--- config.mk ---
export PLATFORM = sky130hd
export DESIGN_NAME = wrr_lock_arbiter_flat
export DESIGN_NICKNAME = d
export VERILOG_FILES = /design/src/rtl/wrr_lock_arbiter_pkg.sv /design/src/rtl/wrr_lock_arbiter_if.sv /design/src/rtl/wrr_lock_arbiter_pick.sv /design/src/rtl/wrr_lock_arbiter.sv /design/src/flat_wrapper.sv
export SDC_FILE = /design/constraint.sdc
export NUM_CORES = 1
export LEC_CHECK = 0
export BUFFER_PORTS_ARGS = -buffer_cell sky130_fd_sc_hd__buf_4
export CAP_MARGIN = 40
export CELL_PAD_IN_SITES_DETAIL_PLACEMENT = 1
export CELL_PAD_IN_SITES_GLOBAL_PLACEMENT = 2
export CORE_UTILIZATION = 29
export CTS_BUF_LIST = sky130_fd_sc_hd__clkbuf_8
export DETAILED_ROUTE_END_ITERATION = 12
export GPL_ROUTABILITY_DRIVEN = 0
export PLACE_DENSITY = 0.82
export REMOVE_ABC_BUFFERS = 1
export SYNTH_ARGS = -nofsm -noshare
export SYNTH_HDL_FRONTEND = slang
export SYNTH_SLANG_ARGS = --single-unit
--- constraint.sdc ---
create_clock -name clk -period 4.3 [get_ports clk]
set_clock_uncertainty 0.1 [all_clocks]
set_input_delay 0.86 -clock clk [delete_from_list [all_inputs] [get_ports clk]]
set_output_delay 0.86 -clock clk [all_outputs]
set_load 0.03 [all_outputs]
--- src/rtl/wrr_lock_arbiter_pkg.sv ---
// Shared types and helpers for the weighted round-robin lock arbiter.
package wrr_lock_arbiter_pkg;

    typedef enum logic {
        ARB_IDLE,
        ARB_LOCKED
    } arb_state_e;

    localparam int unsigned DefNumReq        = 4;
    localparam int unsigned DefWeightWidth   = 4;
    localparam int unsigned DefMaxLockCycles = 64;

    // ORing the indices of set bits gives the binary index for a one-hot input.
    function automatic int unsigned onehot2bin(input logic [31:0] oh);
        int unsigned idx;
        idx = 0;
        for (int unsigned i = 0; i < 32; i++) begin
            if (oh[i]) idx = idx | i;
        end
        return idx;
    endfunction

endpackage

--- src/rtl/wrr_lock_arbiter_if.sv ---
// Request/grant bundle between bus masters and the lock arbiter.
// timeout_o exists only when WRR_ARB_TIMEOUT_EN is defined.
interface wrr_lock_arbiter_if #(
    parameter int unsigned NumReq      = 4,
    parameter int unsigned WeightWidth = 4
);
    localparam int unsigned IdxWidth = (NumReq > 1) ? $clog2(NumReq) : 1;

    logic [NumReq-1:0]             req_i;
    logic [NumReq*WeightWidth-1:0] weight_i;
    logic                          unlock_i;
    logic [NumReq-1:0]             grant_o;
    logic [IdxWidth-1:0]           grant_idx_o;
    logic                          grant_valid_o;
`ifdef WRR_ARB_TIMEOUT_EN
    logic                          timeout_o;

    modport master (
        output req_i, weight_i, unlock_i,
        input  grant_o, grant_idx_o, grant_valid_o, timeout_o
    );
    modport slave (
        input  req_i, weight_i, unlock_i,
        output grant_o, grant_idx_o, grant_valid_o, timeout_o
    );
`else
    modport master (
        output req_i, weight_i, unlock_i,
        input  grant_o, grant_idx_o, grant_valid_o
    );
    modport slave (
        input  req_i, weight_i, unlock_i,
        output grant_o, grant_idx_o, grant_valid_o
    );
`endif

endinterface

--- src/rtl/wrr_lock_arbiter_pick.sv ---
// Combinational rotating pick: first set request at or above the pointer, with wrap-around.
module wrr_lock_arbiter_pick
    import wrr_lock_arbiter_pkg::*;
#(
    parameter int unsigned NumReq   = 4,
    parameter int unsigned IdxWidth = 2
) (
    input  logic [NumReq-1:0]   req,
    input  logic [NumReq-1:0]   ptr_oh,
    output logic [NumReq-1:0]   win_oh,
    output logic [IdxWidth-1:0] win_idx
);

    logic [2*NumReq-1:0] req_dbl;
    logic [2*NumReq-1:0] masked;

    // Subtracting the pointer clears the lowest request at/above it in the doubled
    // vector; the AND-NOT isolates exactly that bit, and the halves fold the wrap.
    assign req_dbl = {req, req};
    assign masked  = req_dbl & ~(req_dbl - {{NumReq{1'b0}}, ptr_oh});
    assign win_oh  = masked[NumReq-1:0] | masked[2*NumReq-1:NumReq];
    assign win_idx = IdxWidth'(onehot2bin(32'(win_oh)));

endmodule

--- src/rtl/wrr_lock_arbiter.sv ---
// Weighted round-robin arbiter that locks each grant until the owner unlocks.
// Optional watchdog release enabled by defining WRR_ARB_TIMEOUT_EN.
//
//   state      | meaning
//   ARB_IDLE   | no owner; arbitrates every cycle
//   ARB_LOCKED | grant held; re-arbitrates only on unlock (or watchdog)
module wrr_lock_arbiter
    import wrr_lock_arbiter_pkg::*;
#(
    parameter int unsigned NumReq        = DefNumReq,
    parameter int unsigned WeightWidth   = DefWeightWidth,
    parameter int unsigned MaxLockCycles = DefMaxLockCycles
) (
    input logic               clk,
    input logic               rst_n,
    wrr_lock_arbiter_if.slave bus
);

    localparam int unsigned IdxWidth = (NumReq > 1) ? $clog2(NumReq) : 1;

    if (NumReq < 2 || MaxLockCycles < 1) begin : g_bad_params
        $error("wrr_lock_arbiter: NumReq must be >= 2 and MaxLockCycles >= 1");
    end

    arb_state_e           state_q, state_d;
    logic [NumReq-1:0]    grant_q, grant_d;
    logic [IdxWidth-1:0]  ptr_q, ptr_d;
    logic [WeightWidth-1:0] credit_q, credit_d;

    logic [NumReq-1:0]      ptr_oh;
    logic [NumReq-1:0]      win_oh;
    logic [IdxWidth-1:0]    win_idx;
    logic [IdxWidth-1:0]    nxt_idx;
    logic [WeightWidth-1:0] w_win;
    logic [WeightWidth-1:0] w_nxt;
    logic                   timeout_w;
    logic                   release_w;
    logic                   arb_en;
    logic                   load;

    assign ptr_oh = NumReq'(1) << ptr_q;

    wrr_lock_arbiter_pick #(
        .NumReq   (NumReq),
        .IdxWidth (IdxWidth)
    ) u_pick (
        .req     (bus.req_i),
        .ptr_oh  (ptr_oh),
        .win_oh  (win_oh),
        .win_idx (win_idx)
    );

    assign nxt_idx = (win_idx == IdxWidth'(NumReq - 1)) ? '0 : win_idx + 1'b1;
    assign w_win   = bus.weight_i[int'(win_idx)*WeightWidth +: WeightWidth];
    assign w_nxt   = bus.weight_i[int'(nxt_idx)*WeightWidth +: WeightWidth];

    assign release_w = bus.unlock_i || timeout_w;
    assign arb_en    = (state_q == ARB_IDLE) || release_w;
    assign load      = arb_en && (|bus.req_i);

    always_comb begin
        state_d  = state_q;
        grant_d  = grant_q;
        ptr_d    = ptr_q;
        credit_d = credit_q;
        if (arb_en) begin
            if (|bus.req_i) begin
                state_d = ARB_LOCKED;
                grant_d = win_oh;
                if (win_idx == ptr_q) begin
                    if (credit_q != '0) begin
                        credit_d = credit_q - 1'b1;
                    end else begin
                        ptr_d    = nxt_idx;
                        credit_d = w_nxt;
                    end
                // Skipping the pointer holder forfeits whatever credit it had left.
                end else if (w_win == '0) begin
                    ptr_d    = nxt_idx;
                    credit_d = w_nxt;
                end else begin
                    ptr_d    = win_idx;
                    credit_d = w_win - 1'b1;
                end
            end else begin
                state_d = ARB_IDLE;
                grant_d = '0;
            end
        end
    end

    always_ff @(posedge clk) begin
        if (!rst_n) begin
            state_q  <= ARB_IDLE;
            grant_q  <= '0;
            ptr_q    <= '0;
            credit_q <= bus.weight_i[WeightWidth-1:0];
        end else begin
            state_q  <= state_d;
            grant_q  <= grant_d;
            ptr_q    <= ptr_d;
            credit_q <= credit_d;
        end
    end

`ifdef WRR_ARB_TIMEOUT_EN
    localparam int unsigned CntWidth = $clog2(MaxLockCycles + 1);

    // Holds the 1-based index of the current LOCKED cycle; 0 outside a session.
    logic [CntWidth-1:0] lock_cnt_q;

    assign timeout_w = (state_q == ARB_LOCKED) && !bus.unlock_i &&
                       (lock_cnt_q == CntWidth'(MaxLockCycles));

    always_ff @(posedge clk) begin
        if (!rst_n) begin
            lock_cnt_q <= '0;
        end else if (load) begin
            lock_cnt_q <= CntWidth'(1);
        end else if (state_q == ARB_LOCKED && !release_w) begin
            lock_cnt_q <= lock_cnt_q + 1'b1;
        end else begin
            lock_cnt_q <= '0;
        end
    end

    assign bus.timeout_o = timeout_w;
`else
    assign timeout_w = 1'b0;
`endif

    assign bus.grant_o       = grant_q;
    assign bus.grant_valid_o = |grant_q;
    assign bus.grant_idx_o   = IdxWidth'(onehot2bin(32'(grant_q)));

endmodule

--- src/flat_wrapper.sv ---
// flat-port wrapper written by rule: the top's interface ports become plain ports
module wrr_lock_arbiter_flat import wrr_lock_arbiter_pkg::*;
#(
    parameter int unsigned NumReq        = DefNumReq,
    parameter int unsigned WeightWidth   = DefWeightWidth,
    parameter int unsigned MaxLockCycles = DefMaxLockCycles
)
  (clk, rst_n, bus_req_i, bus_weight_i, bus_unlock_i, bus_grant_o, bus_grant_idx_o, bus_grant_valid_o);
  wrr_lock_arbiter_if #(.NumReq(NumReq), .WeightWidth(WeightWidth)) bus_i ();
  input logic clk;
  input logic rst_n;
  input wire logic [$bits(bus_i.req_i)-1:0] bus_req_i;
  input wire logic [$bits(bus_i.weight_i)-1:0] bus_weight_i;
  input wire logic [$bits(bus_i.unlock_i)-1:0] bus_unlock_i;
  output wire logic [$bits(bus_i.grant_o)-1:0] bus_grant_o;
  output wire logic [$bits(bus_i.grant_idx_o)-1:0] bus_grant_idx_o;
  output wire logic [$bits(bus_i.grant_valid_o)-1:0] bus_grant_valid_o;
  assign bus_i.req_i = bus_req_i;
  assign bus_i.weight_i = bus_weight_i;
  assign bus_i.unlock_i = bus_unlock_i;
  assign bus_grant_o = bus_i.grant_o;
  assign bus_grant_idx_o = bus_i.grant_idx_o;
  assign bus_grant_valid_o = bus_i.grant_valid_o;
  wrr_lock_arbiter #(.NumReq(NumReq), .WeightWidth(WeightWidth), .MaxLockCycles(MaxLockCycles)) u_core (.clk(clk), .rst_n(rst_n), .bus(bus_i));
endmodule
==> flow_summary.json, run 1 <==
{
  "status": "finished, final reports clean",
  "grt_pass1_wl_um": 6540,
  "final_common_cell": "buf_4",
  "ant_nets": 0,
  "port_buffers": 29,
  "crit_type": "in2reg",
  "die_h_um": 68.0,
  "grt_max_degree": 14,
  "rows": 23,
  "cts.root.buffer_cell": "clkbuf_8",
  "grt_pass1_vias": 1393,
  "ys_types": 57,
  "crit_fanout": 6,
  "worst_pin_slew_ps": 756,
  "synth_area_um2": 1260,
  "period_share_pct": 91.9,
  "hold_ws_ps": 430,
  "p_leak_nw": 0.730,
  "diodes": 0,
  "place_ws_ps": -67.5,
  "yosysWarnings": 0,
  "io_pins": 30,
  "slew_viol_final": 0,
  "cts.sinks": 11,
  "routed_wl_um": 3980,
  "hold_path_startpoint": "u_core.bus.grant_o[0]",
  "slew_headroom_pct": 49.1,
  "rrSetupSlack_ps": 370,
  "max_stage_delay_ps": 450,
  "synth-seq-cells": 11,
  "fp.dieW_um": 68.0,
  "yosysSeqAreaShare_pct": 20.6,
  "cp-end-kind": "flop",
  "mostFrequentLayoutCells": "buf_4, nor2_1, inv_1",
  "dp.final_hpwl_um": 3290,
  "nFillCells": 498,
  "r2r_cells": 13,
  "final_util_pct": 39.5,
  "fmax_ghz": 0.253,
  "core_area_um2": 4090,
  "dp_cells": 236,
  "num_vias": 1385,
  "crit-reg2reg-capture": "u_core.ptr_q[1]",
  "avgSynthCellArea_um2": 8.16,
  "clkSlewWorstSetupHoldPaths_ps": 50,
  "drtIter0Drc": 67,
  "worstPathArrival_ps": 4000,
  "cts_tree": "yes",
  "cts_buffers": 3,
  "tns_ps": 0,
  "antenna_found_initial": 0,
  "crit_path_start_kind": "primary input",
  "rsz0062_at_grt": "no",
  "ys_async_sr_fraction_pct": 0,
  "syn2layout_area_growth_pct": 27.7,
  "clock_latency_ps": 250,
  "post-route-min-period_ps": 3950,
  "hold_path_depth": 2,
  "grt-ovfl-total": 0,
  "netlist_instances": 155,
  "htreeDepth": 1,
  "cp_cell_sequence": "buf_4 > nor3_1 > fa_1 > o21ai_1 > and2_1 > mux2_4 > a222oi_1 > buf_4 > ha_1 > nand3b_1 > buf_4 > a221o_1 > a221oi_1",
  "fin_ws_ps": 346,
  "start_util_pct": 31.0,
  "totalPowerFinal_mw": 1.05,
  "nets": 221,
  "min_path_type": "reg2reg",
  "maxCapViolCount": 0,
  "ys.flop_type": "dfxtp_1",
  "ir_worst_vdd_mv": 0.204,
  "hold_viol": 0,
  "drive_gt1_share_pct": 27.2,
  "dr.pass1.iters": 4,
  "grtUsageTotal_pct": 19.1,
  "vias_per_cell": 5.75,
  "drt-wirelength-per-cell_um": 16.5,
  "path_common_cell": "buf_4",
  "worstHoldEndpoint": "u_core.bus.grant_o[0]",
  "fin_area_um2": 1620,
  "synth-edff-count": 4,
  "stdcell_count": 241,
  "crit_slowest_cell": "fa_1",
  "setup_viol": 0,
  "clk_path_buf_depth": 2,
  "dpl_cell_area_um2": 1560,
  "drc": 0,
  "die-area_um2": 4630,
  "powerDensity_nw_per_um2": 647,
  "r2r_start": "u_core.ptr_q[1]",
  "crit_required_ps": 4350,
  "cts_hold_buf": 0
}
## cell usage after synthesis, types with 3 or more instances
| master | number | share of area, % |
|---|---|---|
| buf_6 | 3 | 2.7 |
| nor2b_1 | 4 | 2.0 |
| a22oi_1 | 3 | 1.8 |
| o21ai_0 | 3 | 1.2 |
| a21oi_1 | 6 | 2.4 |
| dfxtp_1 | 7 | 11 |
| nor3_1 | 7 | 2.8 |
| a2bb2oi_1 | 6 | 4.2 |
| nand2_1 | 9 | 2.7 |
| a21o_1 | 3 | 1.8 |
| o31ai_1 | 3 | 1.8 |
| inv_1 | 11 | 3.3 |
| edfxtp_1 | 4 | 9.5 |
| o22ai_1 | 6 | 3.0 |
| a31oi_1 | 3 | 1.5 |
| ha_1 | 5 | 4.9 |
| nor2_1 | 18 | 5.3 |
| mux2i_1 | 5 | 4.0 |
## repair_timing
| action | CTS | global route |
|---|---|---|
| endpoints found under the setup margin | 0 | 1 |
| endpoints found under the hold margin | 0 | 0 |
| gates resized for setup | 0 | 2 |
| setup buffers | 0 | 1 |
## final cells by class
type / instances / area (um2) / area share [%]
multi-input cells: 126 / 913 / 56.5
repair buffers: 39 / 293 / 18.1
flip-flops and latches: 11 / 260 / 16.1
well taps: 50 / 62.6 / 3.87
clock buffers: 3 / 41.3 / 2.56
inverters: 11 / 41.3 / 2.56
clock inverters: 1 / 3.75 / 0.232
## where the power goes
part	switching [mW]	internal [mW]
registers	0.0378	0.150
logic	0.409	0.343
clock network	0.0426	0.0630
## worst max-delay path by stage
stage	cells after the start	startpoint	to
final	13	bus_req_i[0]	u_core.ptr_q[1]
after global placement	11	bus_req_i[0]	u_core.credit_q[1]
after global routing	12	u_core.ptr_q[1]	u_core.ptr_q[1]
after floorplan	10	bus_req_i[0]	u_core.credit_q[1]
after CTS	12	bus_req_i[0]	u_core.ptr_q[1]
after detailed placement	12	bus_req_i[0]	u_core.ptr_q[1]
## state kept, by name, summed over array words and instances (netlist names)
name                cells
u_core.bus.grant_o      4
u_core.credit_q         4
u_core.ptr_q            2
u_core.state_q          1
## critical path: cells and delay by family
kind                       cells  cell delay (ps)
AOI/OAI and AO/OA              4             1120
adders and majority gates      2              620
and+or+nand+nor                3              570
buffers and inverters          3              520
muxes                          1              310
## routing by layer
layer	part of all wire [%]	GRT usage [%]	routed length [um]	vias to the layer above
met5	0	0	0	-
met4	2.4	6.51	94	0
met3	5.6	4.00	223	10
met2	50	33.7	1970	46
met1	42	22.5	1690	662
li1	-	-	-	667
## cells by family after synthesis
kind of cell               count (synthesis)  share of synthesized area, %
DFF                                       11                          20.6
buffers and inverters                     18                          7.52
and+or+nand+nor                           54                          21.7
muxes                                      9                          7.81
AOI/OAI and AO/OA                         55                          34.5
xor gates and xnor gates                   2                          1.39
adders and majority gates                  6                          6.53
Power figures use the tool's default switching activity.
==> run 2, diff against run 1 <==
--- a/config.mk
+++ b/config.mk
@@ -9,12 +9,12 @@
 export CAP_MARGIN = 40
 export CELL_PAD_IN_SITES_DETAIL_PLACEMENT = 1
 export CELL_PAD_IN_SITES_GLOBAL_PLACEMENT = 2
+export CORE_ASPECT_RATIO = 1.4
 export CORE_UTILIZATION = 29
 export CTS_BUF_LIST = sky130_fd_sc_hd__clkbuf_8
 export DETAILED_ROUTE_END_ITERATION = 12
 export GPL_ROUTABILITY_DRIVEN = 0
 export PLACE_DENSITY = 0.82
-export REMOVE_ABC_BUFFERS = 1
 export SYNTH_ARGS = -nofsm -noshare
 export SYNTH_HDL_FRONTEND = slang
 export SYNTH_SLANG_ARGS = --single-unit
==> run 2 against run 1 <==
Net effect:
- the run now ends with design-rule violations left
- wire length rose by 5.5%
- setup slack lost 58 ps
- maximum frequency down 1.4%
- combinational power is 2% higher
- sequential power shrank 4%
==> flow_summary.json, run 2 (synthesized netlist as in run 1, its figures left out) <==
{
  "p_sw_mw": 0.495,
  "dr.pass1.iters": 9,
  "path_buf_inv": 1,
  "slew_viol_final": 0,
  "max_stage_delay_ps": 500,
  "hold_viol": 0,
  "syn2layout_area_growth_pct": 27.5,
  "core_area_um2": 4200,
  "status": "complete, but fails checks",
  "fmax_ghz": 0.249,
  "cts.sinks": 11,
  "min_path_type": "reg2reg",
  "place_ws_ps": 75.2,
  "cp-end-kind": "flop",
  "cts_hold_buf": 0,
  "antenna_found_initial": 0,
  "ir_worst_vdd_mv": 0.219,
  "worstPathArrival_ps": 3900,
  "worst_pin_slew_ps": 653,
  "powerDensity_nw_per_um2": 652,
  "period_share_pct": 93.3,
  "die_h_um": 80.1,
  "ant_nets": 0,
  "pwr-share-seq_pct": 17.2,
  "nFillCells": 532,
  "crit_required_ps": 4190,
  "post-route-min-period_ps": 4010,
  "tns_ps": 0,
  "grt_pass1_vias": 1482,
  "violations": "design-rule violations",
  "rows": 28,
  "nets": 222,
  "port_buffers": 29,
  "cp_cell_sequence": "buf_4 > ha_1 > a21oi_1 > a21boi_1 > o31a_1 > a21o_1 > a222oi_1 > ha_1 > nand3b_1 > and3_1 > o32a_1",
  "drtIter0Drc": 45,
  "cts_buffers": 3,
  "rrSetupSlack_ps": 340,
  "grt_pass1_wl_um": 6690,
  "crit_path_start_kind": "primary input",
  "die-area_um2": 4630,
  "routed_wl_um": 4200,
  "io_pins": 30,
  "clkSlewWorstSetupHoldPaths_ps": 50,
  "multiInputGateArea_um2": 910,
  "htreeDepth": 1,
  "maxCapViolCount": 0,
  "fp.dieW_um": 57.8,
  "grt-ovfl-total": 0,
  "mostFrequentLayoutCells": "buf_4, nor2_1, inv_1",
  "cts_tree": "yes",
  "clkPwrFrac_pct": 9.9,
  "grt_max_degree": 16,
  "final_common_cell": "buf_4",
  "start_util_pct": 30.1,
  "slew_headroom_pct": 56.0,
  "num_vias": 1408,
  "crit_fanout": 7,
  "sw_frac_of_total_pct": 47.0,
  "seq_area_um2": 260,
  "crit_type": "in2reg",
  "clk_path_buf_depth": 2,
  "power.internal_mw": 0.558,
  "cts_setup_buffers": 0,
  "cts_resized": 0,
  "drc": 3,
  "drive_gt1_share_pct": 27.1,
  "syn_nets": 184,
  "p_comb_share_pct": 72.9,
  "cts.root.buffer_cell": "clkbuf_8",
  "dp.final_hpwl_um": 3540,
  "diodes": 0,
  "crit_slowest_cell": "a222oi_1",
  "rsz0062_at_grt": "no",
  "clock_latency_ps": 240,
  "p_leak_nw": 0.734,
  "crit_family": "compound AO/OA/AOI/OAI gates",
  "setup_viol": 0,
  "path_common_cell": "ha_1",
  "fin_ws_ps": 289,
  "drt-wirelength-per-cell_um": 17.7,
  "grtUsageTotal_pct": 19.0,
  "vias_per_cell": 5.94
}
run 2: cell count changes in the layout (fill, tap and decap cells not counted), sizes merged:
cell	delta
buf	+1
run 2: worst paths after layout:
kind | startpoint | endpoint | cells after the start
worst max register to register | u_core.ptr_q[0] | u_core.credit_q[0] | 11
worst min register to register | u_core.bus.grant_o[0] | u_core.bus.grant_o[0] | 2
worst max-delay path | bus_req_i[2] | u_core.credit_q[0] | 11
worst min-delay path | u_core.bus.grant_o[0] | u_core.bus.grant_o[0] | 2
run 2: area by class of cell:
class | instances | share of cell area, %
clock buffer | 3 | 2.56
inverter | 11 | 2.56
tap | 45 | 3.49
clock inverter | 1 | 0.233
multi-input combinational | 126 | 56.4
timing repair buffer | 40 | 18.6
sequential | 11 | 16.1
run 2: through the flow:
stage / hold WS (ps) / util (%) / instances / area [um2] / power, mW
finish: 425 / 38.4 / 237 / 1610 / 1.05
global route: 497 / 38.4 / 237 / 1610 / 1.14
CTS: 438 / 38.4 / 237 / 1610 / 1.06
detailed placement: 429 / 37.3 / 233 / 1570 / 0.951
global placement: 403 / 37.3 / 233 / 1570 / 0.909
floorplan: 454 / - / 155 / 1260 / 0.727
run 2: worst register-to-register path, delay by kind of cell, from the launching register on:
family          cells  cell delay [ps]
compound gates      6             1950
simple gates        3              650
flops               1              400
fa+ha+maj           2              630
run 2: power by group through the flow:
stage / clock (mW) / combinational [mW] / sequential, mW
after floorplan: 0 / 0.542 / 0.185
after global placement: 0 / 0.726 / 0.183
after detailed placement: 0 / 0.768 / 0.183
after CTS: 0.107 / 0.769 / 0.181
after global routing: 0.112 / 0.836 / 0.187
final: 0.104 / 0.767 / 0.181
run 2: routing by layer:
| metal | vias to the layer above | global-route usage, % | wire, um |
|---|---|---|---|
| met5 | - | 0 | 0 |
| met4 | 0 | 5.48 | 78 |
| met3 | 8 | 3.54 | 173 |
| met2 | 43 | 39.2 | 2340 |
| met1 | 692 | 18.1 | 1610 |
| li1 | 665 | - | - |
==> run 3, diff against run 2 <==
--- a/config.mk
+++ b/config.mk
@@ -14,7 +14,7 @@
 export CTS_BUF_LIST = sky130_fd_sc_hd__clkbuf_8
 export DETAILED_ROUTE_END_ITERATION = 12
 export GPL_ROUTABILITY_DRIVEN = 0
-export PLACE_DENSITY = 0.82
+export PLACE_DENSITY_LB_ADDON = 0.1
 export SYNTH_ARGS = -nofsm -noshare
 export SYNTH_HDL_FRONTEND = slang
 export SYNTH_SLANG_ARGS = --single-unit
==> run 3 against run 2 <==
Net effect:
- the run still ends with design-rule violations left
- global-route usage fell by 0.31 points
- die area did not move
- via count fell by 3.0%
- sequential share of layout area rose by 0.075 points
- total power fell by 0.75%
- largest cell class unchanged
- largest power group unchanged
==> flow_summary.json, run 3 (synthesized netlist as in run 1, its figures left out) <==
{
  "status": "complete, but fails checks",
  "violations": "design-rule violations",
  "clkPwrFrac_pct": 9.8,
  "cp_cell_sequence": "or2b_1 > ha_1 > a21oi_1 > nand4_2 > and2_1 > mux2_4 > a222oi_1 > ha_1 > nand3b_1 > buf_4 > a221o_1 > a221oi_1",
  "nFillCells": 532,
  "rows": 28,
  "cts_hold_buf": 0,
  "antenna_found_initial": 0,
  "core_area_um2": 4200,
  "crit-reg2reg-capture": "u_core.ptr_q[1]",
  "num_vias": 1366,
  "grt-ovfl-total": 0,
  "min_path_type": "reg2reg",
  "routed_wl_um": 4110,
  "slew_viol_final": 0,
  "start_util_pct": 30.1,
  "worstPathArrival_ps": 3970,
  "maxCapViolCount": 0,
  "p_leak_nw": 0.729,
  "grtUsageTotal_pct": 18.7,
  "fin_area_um2": 1610,
  "cts_resized": 0,
  "cp-end-kind": "flop",
  "grt_pass1_wl_um": 6730,
  "crit_fanout": 7,
  "vias_per_cell": 5.79,
  "die_h_um": 80.1,
  "max_stage_delay_ps": 500,
  "crit_type": "reg2reg",
  "clkSlewWorstSetupHoldPaths_ps": 50,
  "cts_tree": "yes",
  "nets": 221,
  "drtIter0Drc": 29,
  "mostFrequentLayoutCells": "buf_4, nor2_1, inv_1",
  "totalPowerFinal_mw": 1.04,
  "period_share_pct": 91.5,
  "clock_latency_ps": 240,
  "grt_pass1_vias": 1438,
  "crit_family": "compound AO/OA/AOI/OAI gates",
  "cts_setup_buffers": 0,
  "hold_path_depth": 2,
  "pwr-share-seq_pct": 18.2,
  "clk_path_buf_depth": 2,
  "final_common_cell": "buf_4",
  "sw_frac_of_total_pct": 46.9,
  "crit_required_ps": 4340,
  "drc": 1,
  "cts.sinks": 11,
  "setup_viol": 0,
  "crit_path_start_kind": "flop",
  "rrSetupSlack_ps": 370,
  "crit_slowest_cell": "dfxtp_1",
  "ir_worst_vdd_mv": 0.233,
  "power.internal_mw": 0.555,
  "cts_buffers": 3,
  "path_common_cell": "ha_1",
  "slew_headroom_pct": 57.4,
  "syn_nets": 184,
  "drt-wirelength-per-cell_um": 17.4,
  "hold_viol": 0,
  "dpl_cell_area_um2": 1560,
  "htreeDepth": 1,
  "dp.final_hpwl_um": 3460,
  "fp.dieW_um": 57.8,
  "drive_gt1_share_pct": 26.7,
  "diodes": 0,
  "dr.pass1.iters": 9,
  "r2r_cells": 12,
  "p_sw_mw": 0.489,
  "worstHoldEndpoint": "u_core.bus.grant_o[0]",
  "worst_pin_slew_ps": 633,
  "cts.root.buffer_cell": "clkbuf_8",
  "ant_nets": 0,
  "fmax_ghz": 0.254,
  "path_buf_inv": 1,
  "tns_ps": 0,
  "p_comb_share_pct": 72.0,
  "r2r_start": "u_core.ptr_q[1]",
  "die-area_um2": 4630,
  "post-route-min-period_ps": 3930,
  "rsz0062_at_grt": "no",
  "io_pins": 30,
  "port_buffers": 29,
  "powerDensity_nw_per_um2": 650,
  "syn2layout_area_growth_pct": 26.9,
  "grt_max_degree": 16,
  "hold_path_startpoint": "u_core.bus.grant_o[0]"
}
[run 3: final cells by class]
cell class | instances | area [um2] | area share [%]
timing repair buffer | 39 | 293 | 18.2
inverter | 11 | 41.3 | 2.57
multi-input combinational | 126 | 910 | 56.7
tap | 45 | 56.3 | 3.51
clock inverter | 1 | 3.75 | 0.234
sequential | 11 | 260 | 16.2
clock buffer | 3 | 41.3 | 2.57
[run 3: metrics by stage]
step,setup WS [ps],cells,utilization [%],hold slack [ps]
final,367,236,38.2,428
after global routing,63.3,236,38.2,490
after CTS,354,236,38.2,440
after detailed placement,134,232,37.1,430
after global placement,256,232,37.1,411
after floorplan,188,155,-,454
[run 3: worst max path at each step]
stage | startpoint | endpoint | depth (start not counted)
floorplan | bus_req_i[0] | u_core.credit_q[1] | 11
global placement | bus_req_i[0] | u_core.credit_q[1] | 11
detailed placement | bus_req_i[0] | u_core.ptr_q[1] | 12
CTS | bus_req_i[0] | u_core.ptr_q[1] | 12
global route | bus_req_i[0] | u_core.ptr_q[1] | 12
finish | u_core.ptr_q[1] | u_core.ptr_q[1] | 12
[run 3: worst register-to-register path, cell delays in order (launching register included)]
cell      delay (ps)
dfxtp_1          500
or2b_1           290
ha_1             370
a21oi_1          310
nand4_2          190
and2_1           250
mux2_4           310
a222oi_1         390
ha_1             240
nand3b_1         140
buf_4            190
a221o_1          290
a221oi_1         250
[run 3: power groups by stage]
stage               logic, mW  registers, mW  clock network [mW]
floorplan               0.542          0.185                   0
global placement        0.727          0.190                   0
detailed placement      0.755          0.192                   0
CTS                     0.758          0.190               0.105
global route            0.829          0.196               0.110
finish                  0.752          0.191               0.102
[run 3: metal layers]
metal	track usage, %	routed length (um)
met1	19.0	1550
met5	0	0
met4	2.14	0
met2	39.5	2480
met3	2.42	85
